## src/rtl/pipeline_hazard_ctrl.sv

```systemverilog
// rtl/pipeline_hazard_ctrl.sv - stall, flush and redirect control for the 5-stage rv32i pipeline
module pipeline_hazard_ctrl #(
  parameter int XLEN      = 32,
  parameter int CNT_WIDTH = 32
) (
  input  logic                 clk,
  input  logic                 rst,
  input  logic                 imem_resp,
  input  logic                 dmem_req,
  input  logic                 dmem_resp,
  input  logic                 ex_br_taken,
  input  logic [XLEN-1:0]      ex_br_target,
  input  logic [4:0]           id_rs1,
  input  logic [4:0]           id_rs2,
  input  logic                 id_uses_rs1,
  input  logic                 id_uses_rs2,
  input  logic [4:0]           ex_rd,
  input  logic                 ex_mem_read,
  output logic                 pc_load,
  output logic                 pc_redirect_sel,
  output logic [XLEN-1:0]      pc_redirect_target,
  output logic                 if_id_load,
  output logic                 id_ex_load,
  output logic                 ex_mem_load,
  output logic                 mem_wb_load,
  output logic                 if_id_flush,
  output logic                 id_ex_flush,
  output logic                 ex_mem_flush,
  output logic                 mem_wb_flush,
  output logic [CNT_WIDTH-1:0] stall_cycles,
  output logic [CNT_WIDTH-1:0] flush_count
);

  typedef enum logic {RUN = 1'b0, REDIR_WAIT = 1'b1} state_t;

  localparam logic [CNT_WIDTH-1:0] CNT_ONE = {{(CNT_WIDTH-1){1'b0}}, 1'b1};

  state_t          state, state_nxt;
  logic [XLEN-1:0] target_q;
  logic            mem_stall, load_use, redirect_accept;

  assign mem_stall = dmem_req & ~dmem_resp;
  assign load_use  = ex_mem_read & (ex_rd != 5'd0) &
                     ((id_uses_rs1 & (id_rs1 == ex_rd)) | (id_uses_rs2 & (id_rs2 == ex_rd)));
  // A redirect is only taken once the d-cache stall has cleared.
  assign redirect_accept = (state == RUN) & ~mem_stall & ex_br_taken;

  always_ff @(posedge clk) begin
    if (rst) begin
      state    <= RUN;
      target_q <= '0;
    end else begin
      state <= state_nxt;
      if (redirect_accept && !imem_resp)
        target_q <= ex_br_target;
    end
  end

  always_comb begin
    state_nxt = state;
    case (state)
      RUN:        if (redirect_accept && !imem_resp) state_nxt = REDIR_WAIT;
      REDIR_WAIT: if (!mem_stall && imem_resp)       state_nxt = RUN;
      default:    state_nxt = RUN;
    endcase
  end

  always_comb begin
    pc_load            = 1'b1;
    pc_redirect_sel    = 1'b0;
    pc_redirect_target = (state == REDIR_WAIT) ? target_q : ex_br_target;
    if_id_load         = 1'b1;
    id_ex_load         = 1'b1;
    ex_mem_load        = 1'b1;
    mem_wb_load        = 1'b1;
    if_id_flush        = 1'b0;
    id_ex_flush        = 1'b0;
    ex_mem_flush       = 1'b0;
    mem_wb_flush       = 1'b0;
    if (rst) begin
      pc_load            = 1'b0;
      pc_redirect_target = '0;
      if_id_load         = 1'b0;
      id_ex_load         = 1'b0;
      ex_mem_load        = 1'b0;
      mem_wb_load        = 1'b0;
      if_id_flush        = 1'b1;
      id_ex_flush        = 1'b1;
      ex_mem_flush       = 1'b1;
      mem_wb_flush       = 1'b1;
    end else if (mem_stall) begin
      // Freeze front of the pipe; MEM/WB gets a bubble while the access is outstanding.
      pc_load      = 1'b0;
      if_id_load   = 1'b0;
      id_ex_load   = 1'b0;
      ex_mem_load  = 1'b0;
      mem_wb_load  = 1'b0;
      mem_wb_flush = 1'b1;
    end else if (state == REDIR_WAIT || ex_br_taken) begin
      // Squash IF/ID and ID/EX; PC only moves once the outstanding fetch has returned.
      pc_load         = imem_resp;
      pc_redirect_sel = imem_resp;
      if_id_load      = 1'b0;
      id_ex_load      = 1'b0;
      if_id_flush     = 1'b1;
      id_ex_flush     = 1'b1;
    end else if (load_use) begin
      pc_load     = 1'b0;
      if_id_load  = 1'b0;
      id_ex_load  = 1'b0;
      id_ex_flush = 1'b1;
    end else if (!imem_resp) begin
      pc_load     = 1'b0;
      if_id_load  = 1'b0;
      if_id_flush = 1'b1;
    end
  end

  always_ff @(posedge clk) begin
    if (rst) begin
      stall_cycles <= '0;
      flush_count  <= '0;
    end else begin
      if (!pc_load)
        stall_cycles <= stall_cycles + CNT_ONE;
      if (redirect_accept)
        flush_count <= flush_count + CNT_ONE;
    end
  end

endmodule

```

## config.mk

```make
export PLATFORM = sky130hd
export DESIGN_NAME = pipeline_hazard_ctrl
export DESIGN_NICKNAME = d
export VERILOG_FILES = /design/src/rtl/pipeline_hazard_ctrl.sv
export SDC_FILE = /design/constraint.sdc
export NUM_CORES = 1
export LEC_CHECK = 0
export BUFFER_PORTS_ARGS = -buffer_cell sky130_fd_sc_hd__buf_2
export CORE_ASPECT_RATIO = 1.1
export CORE_MARGIN = 5
export CORE_UTILIZATION = 45
export CTS_BUF_LIST = sky130_fd_sc_hd__clkbuf_8
export DETAILED_ROUTE_END_ITERATION = 16
export PLACE_DENSITY_LB_ADDON = 0.15
export SYNTH_ARGS = -nofsm -noshare
export SYNTH_HDL_FRONTEND = slang
export SYNTH_SLANG_ARGS = --single-unit
```

## constraint.sdc

```tcl
create_clock -name clk -period 2.7 [get_ports clk]
set_input_delay 0.135 -clock clk [delete_from_list [all_inputs] [get_ports clk]]
set_output_delay 0.135 -clock clk [all_outputs]
set_load 0.05 [all_outputs]
```

Word-level counts from Yosys, hierarchy flattened
Cells that the tools add are included.
- register bits: 97
- word-level logic and storage cells: 59
- $add $sub $neg: 2
- bitwise logic cells: 11
- muxes and demuxes: 34
- equality and inequality tests: 2
- reductions and logical operators: 6
- operators with widths (operator ; count):
    adder 32 x 1 -> 32 bit (second input constant) ; 2
    two-way mux 32 bit ; 2
    two-way mux 1 bit ; 31
    equality test 5 bit ; 2
    bitwise AND 1 bit ; 7
    nonzero test 5 bit ; 1
    NOT 1 bit ; 3
    logical AND 1 bit ; 2
    zero test 1 bit ; 2
    case mux 1 bit (2 select lines) ; 1
    logical OR 1 bit ; 1
    OR 1 bit ; 1

Depth between registers and ports, before layout
Gate-level depths: netlist (run 1).
- depth in word-level cells: 8
- depth in mapped cells: 8
- mapped depth without buffers: 6

Worst setup path before layout (run 1)
Ideal clock, no wire load.
- path type: reg-to-reg
- from: register stall_cycles[17]
- to: register stall_cycles[28]
- data arrival time: 2.185 ns
- required time: 2.630 ns
- library setup time: 0.070 ns
- clock period less this slack: 2.256 ns
- setup slack: 0.444 ns
- cell stages (with the launch flop): 6
- cell sequence: dfxtp_1 -> nand4_1 -> or3_1 -> or2_1 -> or4_1 -> a21oi_1
- word-level cells in the longest chain between the ends: 1
- ends and longest elaborated chain (what ; line ; source):
    start: declaration ; 30 ; output logic [CNT_WIDTH-1:0] stall_cycles,
    start signal: assignment ; 125 ; stall_cycles <= stall_cycles + CNT_ONE;
    adder 32 x 1 -> 32 bit ; 125 ;
Every way passes these cells.
A chain may end at the register's enable or synchronous reset.

Worst setup path after layout (run 1)
- from: register state
- to: output pc_load
- word-level cells in the longest chain between the ends: 4
- ends and longest elaborated chain (what ; line ; source):
    start: declaration ; 38 ; state_t state, state_nxt;
    start signal: assignment ; 53 ; state <= state_nxt;
    logical OR 1 bit ; 99 ; end else if (state == REDIR_WAIT || ex_br_taken) begin
    two-way mux 1 bit ; 99 ;
    two-way mux 1 bit ; 91 ; end else if (mem_stall) begin
    two-way mux 1 bit ; 80 ; if (rst) begin
    end: declaration ; 19 ; output logic pc_load,
Every way passes these cells.

==> summary.md, run 1 <==
| Metric | Value |
|---|---|
| Worst min path class | primary input to flip-flop |
| Cell Rows | 39 |
| CTS Buf Count | 9 |
| Initial Utilization | 0.464 |
| Clock Sinks | between 90 and 100 |
| Flop pwr share | 0.497 |
| Worst Tran Pin Value | 780 ps |
| DRT Pass-1 Iters | 4 |
| DR vias | 4,771 |
| Combinational share of power | 0.164 |
| Total power per unit cell area | 496 nW/um^2 |
| Flops & latches, synth | 97 |
| IO buf count | between 150 and 200 |
| VDD IR max | 0.000325 V |
| Iter 0 DRT Violations | 182 |
| I/O pins | 162 |
| Setup bufs post-CTS | 0 |
| Sum Neg Setup Slack | 0 ps |
| First-pass GRT wire length | approximately 21,000 microns |
| Chip width | 109 microns |
| Die height | about 120 microns |
| Die area | between 10,000 and 15,000 sq um |
| Largest net degree at the start of global routing | a little over 80 |
| Arrival @ worst endpoint | 2000 ps |
| Period utilisation layout | 0.792 |
| DR vias/cell | 5.30 |
| Seq/Total Area, Yosys | 0.401 |
| Placer Congestion | just under 0.9 |
| Clock latency on the worst-skew pair | 370 ps |
| Filler cells | 1,013 |
| Post-cts sizing count | 0 |
| Initial antenna violation count | 1 |
| CTS tree | yes |
| Period minus WS final | between 2000 and 2500 ps |
| Antenna Nets Post-Route | 0 |
| Clk_skew | ~6.6 ps |
| Slew headroom | 0.480 |
| Post-synth EDFFs | 0 |
| Cells after synthesis | 600 |
| Post-layout nets | between 800 and 900 |
| Internal power | 2.12 mW |
| Root Buffer | clkbuf_8 |
| Status | complete, no violations |
| Startpoint Class | flip-flop |
| Placeable Area | 10,400 sq um |
| Syn_area_per_cell | 8.07 sq um |
| Final HPWL DP | 9220 microns |
| # setup viols final | 0 |
| H-tree levels | 3 |
| WS Path Type | flip-flop to primary output |
| Layout area overhead | 24.4% |
| Sw frac | 0.290 |
| RSZ-0062 raised after global routing | false |
| Clock Path Buffers | 2 |
| Fin area | 6020 sq um |
| Slew Limit Fails | 0 |
| Switching pwr | 0.865 mW |
| Total GRT Usage | 0.196 |
| Distinct cells, synth | about 40 |
| Final hold vios | 0 |
| Layout cell share with drive strength beyond 1 | 0.258 |
| Placement-stage cell area | 5730 sq um |
| Clk network pwr share | 0.339 |
| Async set or reset register ratio after synthesis | 0 |
| Leak | 2.50 nW |
| Vias in the first global route | 4,532 |
| Post-synth top flop | dfxtp_1 |
| Final wirelength | 12,700 microns |
| Residual DRC | 0 |
| Mapped Area | 4840 sq um |
| YS warnings | 0 |
| Seq. cell area | 1940 sq um |
| Area occupied by multi-input gates | 2700 sq um |
| WL/cell | 14.1 microns |
| CP max FO | 41 |
| Synth Net Count | 658 |
| Max_cap viols | 0 |
| CP endpoint kind | primary output |
| FMAX | between 400 and 500 MHz |
| Critical Path RT | 2570 ps |
| GRT Residual Overflow | 0 |
| Antenna cells | 0 |
| Clock transition at path regs | approximately 90 ps |
==> metrics by stage <==
stage / setup slack (ps) / instances / hold WS [ps] / util / power, mW
finish: 563 / 900 / 13.4 / 0.577 / 2.99
global route: 325 / 900 / 7.58 / 0.577 / 3.11
CTS: 555 / 900 / 0.303 / 0.577 / 3.02
detailed placement: 543 / 877 / 392 / 0.549 / 2.00
global placement: 596 / 877 / 385 / 0.549 / 1.99
floorplan: 444 / 600 / 247 / - / 1.86
==> final cells by class <==
| class | count | share of cell area |
|---|---|---|
| clock buffer | 9 | 0.0206 |
| sequential | 97 | 0.323 |
| clock inverter | 6 | 0.0141 |
| timing repair buffer | 180 | 0.161 |
| inverter | 6 | 0.00374 |
| tap | 143 | 0.0297 |
| multi-input combinational | 459 | 0.448 |
==> cells in the final DEF (no fill, tap or decap), types with 2 or more instances in the layout <==
cell,count
buf_2,160
dfxtp_1,96
nand2_1,92
nor2_1,72
a21oi_1,63
mux2i_1,33
xor2_1,26
nand4_1,24
nand3_1,18
or3_1,18
or4_1,16
xnor2_1,14
o31ai_1,14
buf_4,12
o21ai_0,11
and2_1,9
clkbuf_8,9
and3_1,8
and4_1,8
dlygate4sd3_1,8
inv_1,7
o21ai_1,6
nor3_1,4
nand2b_1,3
o21a_1,2
a21o_1,2
nor2b_1,2
ha_1,2
bufinv_16,2
==> state kept, by name (all words and copies together) (netlist names) <==
register / flops
target_q: 32
flush_count: 32
stall_cycles: 32
state: 1
==> worst max-delay path: stages, from the launching register on <==
cell and delay, ps:
dfxtp_2 530, nor2_1 200, a31oi_2 200, buf_4 360, buf_2 340
==> power by group through the flow <==
| stage | sequential (mW) | combinational, mW | clock [mW] |
|---|---|---|---|
| after floorplan | 1.54 | 0.325 | 0 |
| after global placement | 1.52 | 0.478 | 0 |
| after detailed placement | 1.52 | 0.484 | 0 |
| after CTS | 1.48 | 0.494 | 1.04 |
| after global routing | 1.49 | 0.527 | 1.09 |
| final | 1.48 | 0.490 | 1.01 |
==> cell usage after synthesis (all sizes together) (14+ instances only) <==
master / n / area, sq um
or4: 16 / 120
o21ai: 17 / 85.1
nand2: 92 / 345
nor2: 72 / 270
xnor2: 14 / 123
xor2: 26 / 228
o31ai: 14 / 105
or3: 18 / 113
a21oi: 63 / 315
clkbuf: 25 / 93.8
mux2i: 33 / 330
nand3: 18 / 90.1
dfxtp: 97 / 1940
nand4: 24 / 150
==> cells by family after synthesis <==
kind of cell | after synthesis | share of synthesized area
and+or+nand+nor | 280 | 0.285
AOI/OAI and AO/OA | 104 | 0.126
DFF | 97 | 0.401
buffers and inverters | 44 | 0.0424
xor gates and xnor gates | 40 | 0.0724
muxes | 33 | 0.0682
adders and majority gates | 2 | 0.00517
==> what timing repair did <==
item                                    4_1_cts  5_1_grt
hold buffers                                  8        0
endpoints found under the hold margin         8        0
endpoints found under the setup margin        0        0
==> worst paths after layout <==
check,start,to,slack (ps),depth (start not counted)
worst max-delay path,state$_SDFF_PP0_,pc_load,560,4
worst min-delay path,ex_br_target[0],target_q[0]$_SDFFE_PP0P_,10,3
worst max register to register,stall_cycles[6]$_SDFFE_PP0N_,stall_cycles[24]$_SDFFE_PP0N_,590,7
worst min register to register,target_q[4]$_SDFFE_PP0P_,target_q[4]$_SDFFE_PP0P_,460,2
==> layer usage <==
metal,global-route usage,vias up,part of all wire
li1,-,2400,-
met1,0.235,2223,0.43
met2,0.336,130,0.49
met3,0.0480,16,0.069
met4,0.0687,2,0.015
met5,0,-,0.0010
Power figures use the tool's default switching activity.
==> inputs of run 2 (changes only) <==
- clock period: 2.7 -> 2.2 ns (I/O delays scaled with it)
==> run 2 against run 1 <==
First-iteration DRC count is 38% higher; design area is 5.4% higher; die area stayed put; worst setup slack worse by 340 ps; cell count is 3.3% higher; largest power group unchanged; via count is 1.3% higher; clock power is 27% higher; critical endpoint is now stall_cycles[28]$_SDFFE_PP0N_; clock-buffer cell count stayed put; non-clock buffer count is 29 higher; sequential power is 23% higher; highest routed layer is now met4; critical path type is now flip-flop to flip-flop; routed wire length is 2.9% higher; critical path depth is 1 higher.
==> summary.md, run 2 (synthesis results as in run 1) <==
| Metric | Value |
|---|---|
| Filler cells | 939 |
| Cell Rows | 39 |
| Initial antenna violation count | 0 |
| # setup viols final | 0 |
| H-tree levels | 3 |
| Placed cell count | 881 |
| Max incr delay on CP | 500 ps |
| RR Startpoint | stall_cycles[19]$_SDFFE_PP0N_ |
| R2R Path End | stall_cycles[28]$_SDFFE_PP0N_ |
| Status | complete, no violations |
| Layout cell share with drive strength beyond 1 | 0.263 |
| Startpoint Class | flip-flop |
| Crit-path cells | nand4_1 > or3_1 > or2_1 > or4_1 > a21oi_1 |
| Root Buffer | clkbuf_8 |
| Crit path capture | stall_cycles[28]$_SDFFE_PP0N_ |
| Worst reg2reg setup slack | about 220 ps |
| FMAX | around 510 MHz |
| Layout area overhead | 31.1% |
| Most frequent cells in the layout | buf_2, nand2_1, dfxtp_1 |
| Die area | 12,900 sq um |
| Commonest non-fill, non-tap cell in the layout | buf_2 |
| Post-cts sizing count | 0 |
| IO buf count | 161 |
| Total power per unit cell area | 591 nW/um^2 |
| Critical Path RT | between 2000 and 3000 ps |
| Period utilisation layout | 0.899 |
| GR peak layer | met2 |
| Post-place setup slack | 234 ps |
| VDD IR max | approximately 0.00035 V |
| Largest net degree at the start of global routing | between 100 and 150 |
| GR Util met2 | 0.336 |
| Period minus WS final | 1980 ps |
| GRT Residual Overflow | 0 |
| Worst min path class | primary input to flip-flop |
| WS Path Type | flip-flop to flip-flop |
| Total GRT Usage | 0.204 |
| Iter 0 DRT Violations | 251 |
| Slew Limit Fails | 0 |
| Vias in the first global route | roughly 4.7k |
| RSZ-0062 raised after global routing | false |
| Die height | 119 microns |
| Final HPWL DP | 9110 microns |
| Leak | 2.64 nW |
| DR vias | 4,835 |
| CP endpoint kind | flip-flop |
| First-pass GRT wire length | ~22,000 microns |
| Antenna Nets Post-Route | 0 |
| Chip width | 109 microns |
| Post-route setup slack | between 200 and 250 ps |
| I/O pins | 162 |
| Final wirelength | 13,100 microns |
| CP max FO | 6 |
| Biggest regs | flush_count x32, stall_cycles x32, target_q x32 |
| Clock transition at path regs | 90 ps |
| R2r worst-path depth | 5 |
| Final hold vios | 0 |
| Slew headroom | 0.632 |
| Arrival @ worst endpoint | roughly 2300 ps |
| CTS tree | yes |
| Met3 Use GR | 0.0414 |
| CTS Buf Count | 9 |
| Worst Tran Pin Value | 551 ps |
| DRT Pass-1 Iters | 4 |
| Clock latency on the worst-skew pair | 370 ps |
| Met1 global-route usage | 0.255 |
| Residual DRC | 0 |
| DR vias/cell | 5.20 |
| Placer Congestion | 0.852 |
| Placeable Area | around 10,000 sq um |
| Clock Path Buffers | 2 |
| Clock Sinks | 97 |
| Clk_skew | roughly 7.9 ps |
| Worst hold slack | roughly 140 ps |
| Antenna cells | 0 |
| Post-layout nets | 840 |
| Worst Setup SP | stall_cycles[19]$_SDFFE_PP0N_ |
| WL/cell | 14.1 microns |
| Final Non-Filler Cells | 930 |
| Initial Utilization | 0.464 |
| CP max-delay cell | or4_1 |
| Max_cap viols | 0 |
run 2: cell types whose count changed in the layout (fill, tap and decap cells not counted), sizes merged:
| cell | before | now |
|---|---|---|
| clkinv | 2 | 1 |
| buf | 172 | 176 |
| dlygate4sd3 | 8 | 33 |
| inv | 7 | 9 |
run 2: what timing repair did:
item                       4_1_cts  5_1_grt
setup endpoints to repair        0        0
buffers inserted                 0        0
hold endpoints to repair        33        0
hold buffers                    33        0
run 2: area by class of cell:
cell class / count / area [sq um] / share of cell area
clock inverter: 7 / 93.8 / 0.0148
tap: 143 / 179 / 0.0282
clock buffer: 9 / 124 / 0.0195
multi-input combinational: 459 / 2700 / 0.425
timing repair buffer: 209 / 1280 / 0.201
sequential: 97 / 1950 / 0.308
inverter: 6 / 22.5 / 0.00355
run 2: how the worst min path moves through the flow:
stage               slack (ps)              from  cells past startpoint                        end
floorplan                  220         imem_resp                      1           state$_SDFF_PP0_
global placement           360  ex_br_target[20]                      3  target_q[20]$_SDFFE_PP0P_
detailed placement         370  ex_br_target[14]                      3  target_q[14]$_SDFFE_PP0P_
CTS                        130       ex_br_taken                      3           state$_SDFF_PP0_
global route               160       ex_br_taken                      3           state$_SDFF_PP0_
finish                     140       ex_br_taken                      3           state$_SDFF_PP0_
run 2: through the flow:
step           area, sq um   util  power (mW)  setup TNS, ps
2_1_floorplan         4850      -        2.29          -8.91
3_3_place_gp          5800  0.555        2.45              0
3_5_place_dp          5800  0.555        2.46              0
4_1_cts               6350  0.608        3.79              0
5_1_grt               6350  0.608        3.92              0
6_report              6350  0.608        3.75              0
run 2: critical path: cells and delay by family (launching register included):
kind / cells / cell delay [ps]
compound gates: 1 / 140
flops: 1 / 410
simple gates: 4 / 1370
run 2: where the power goes:
group / switching [mW] / leakage, nW / internal, mW
Combinational: 0.433 / 1.74 / 0.215
Sequential: 0.0256 / 0.788 / 1.79
Clock: 0.639 / 0.111 / 0.643
run 2: routing by layer:
| metal | part of all wire | up-vias |
|---|---|---|
| li1 | - | 2459 |
| met1 | 0.42 | 2228 |
| met2 | 0.49 | 127 |
| met3 | 0.060 | 21 |
| met4 | 0.025 | 0 |
| met5 | 0 | - |
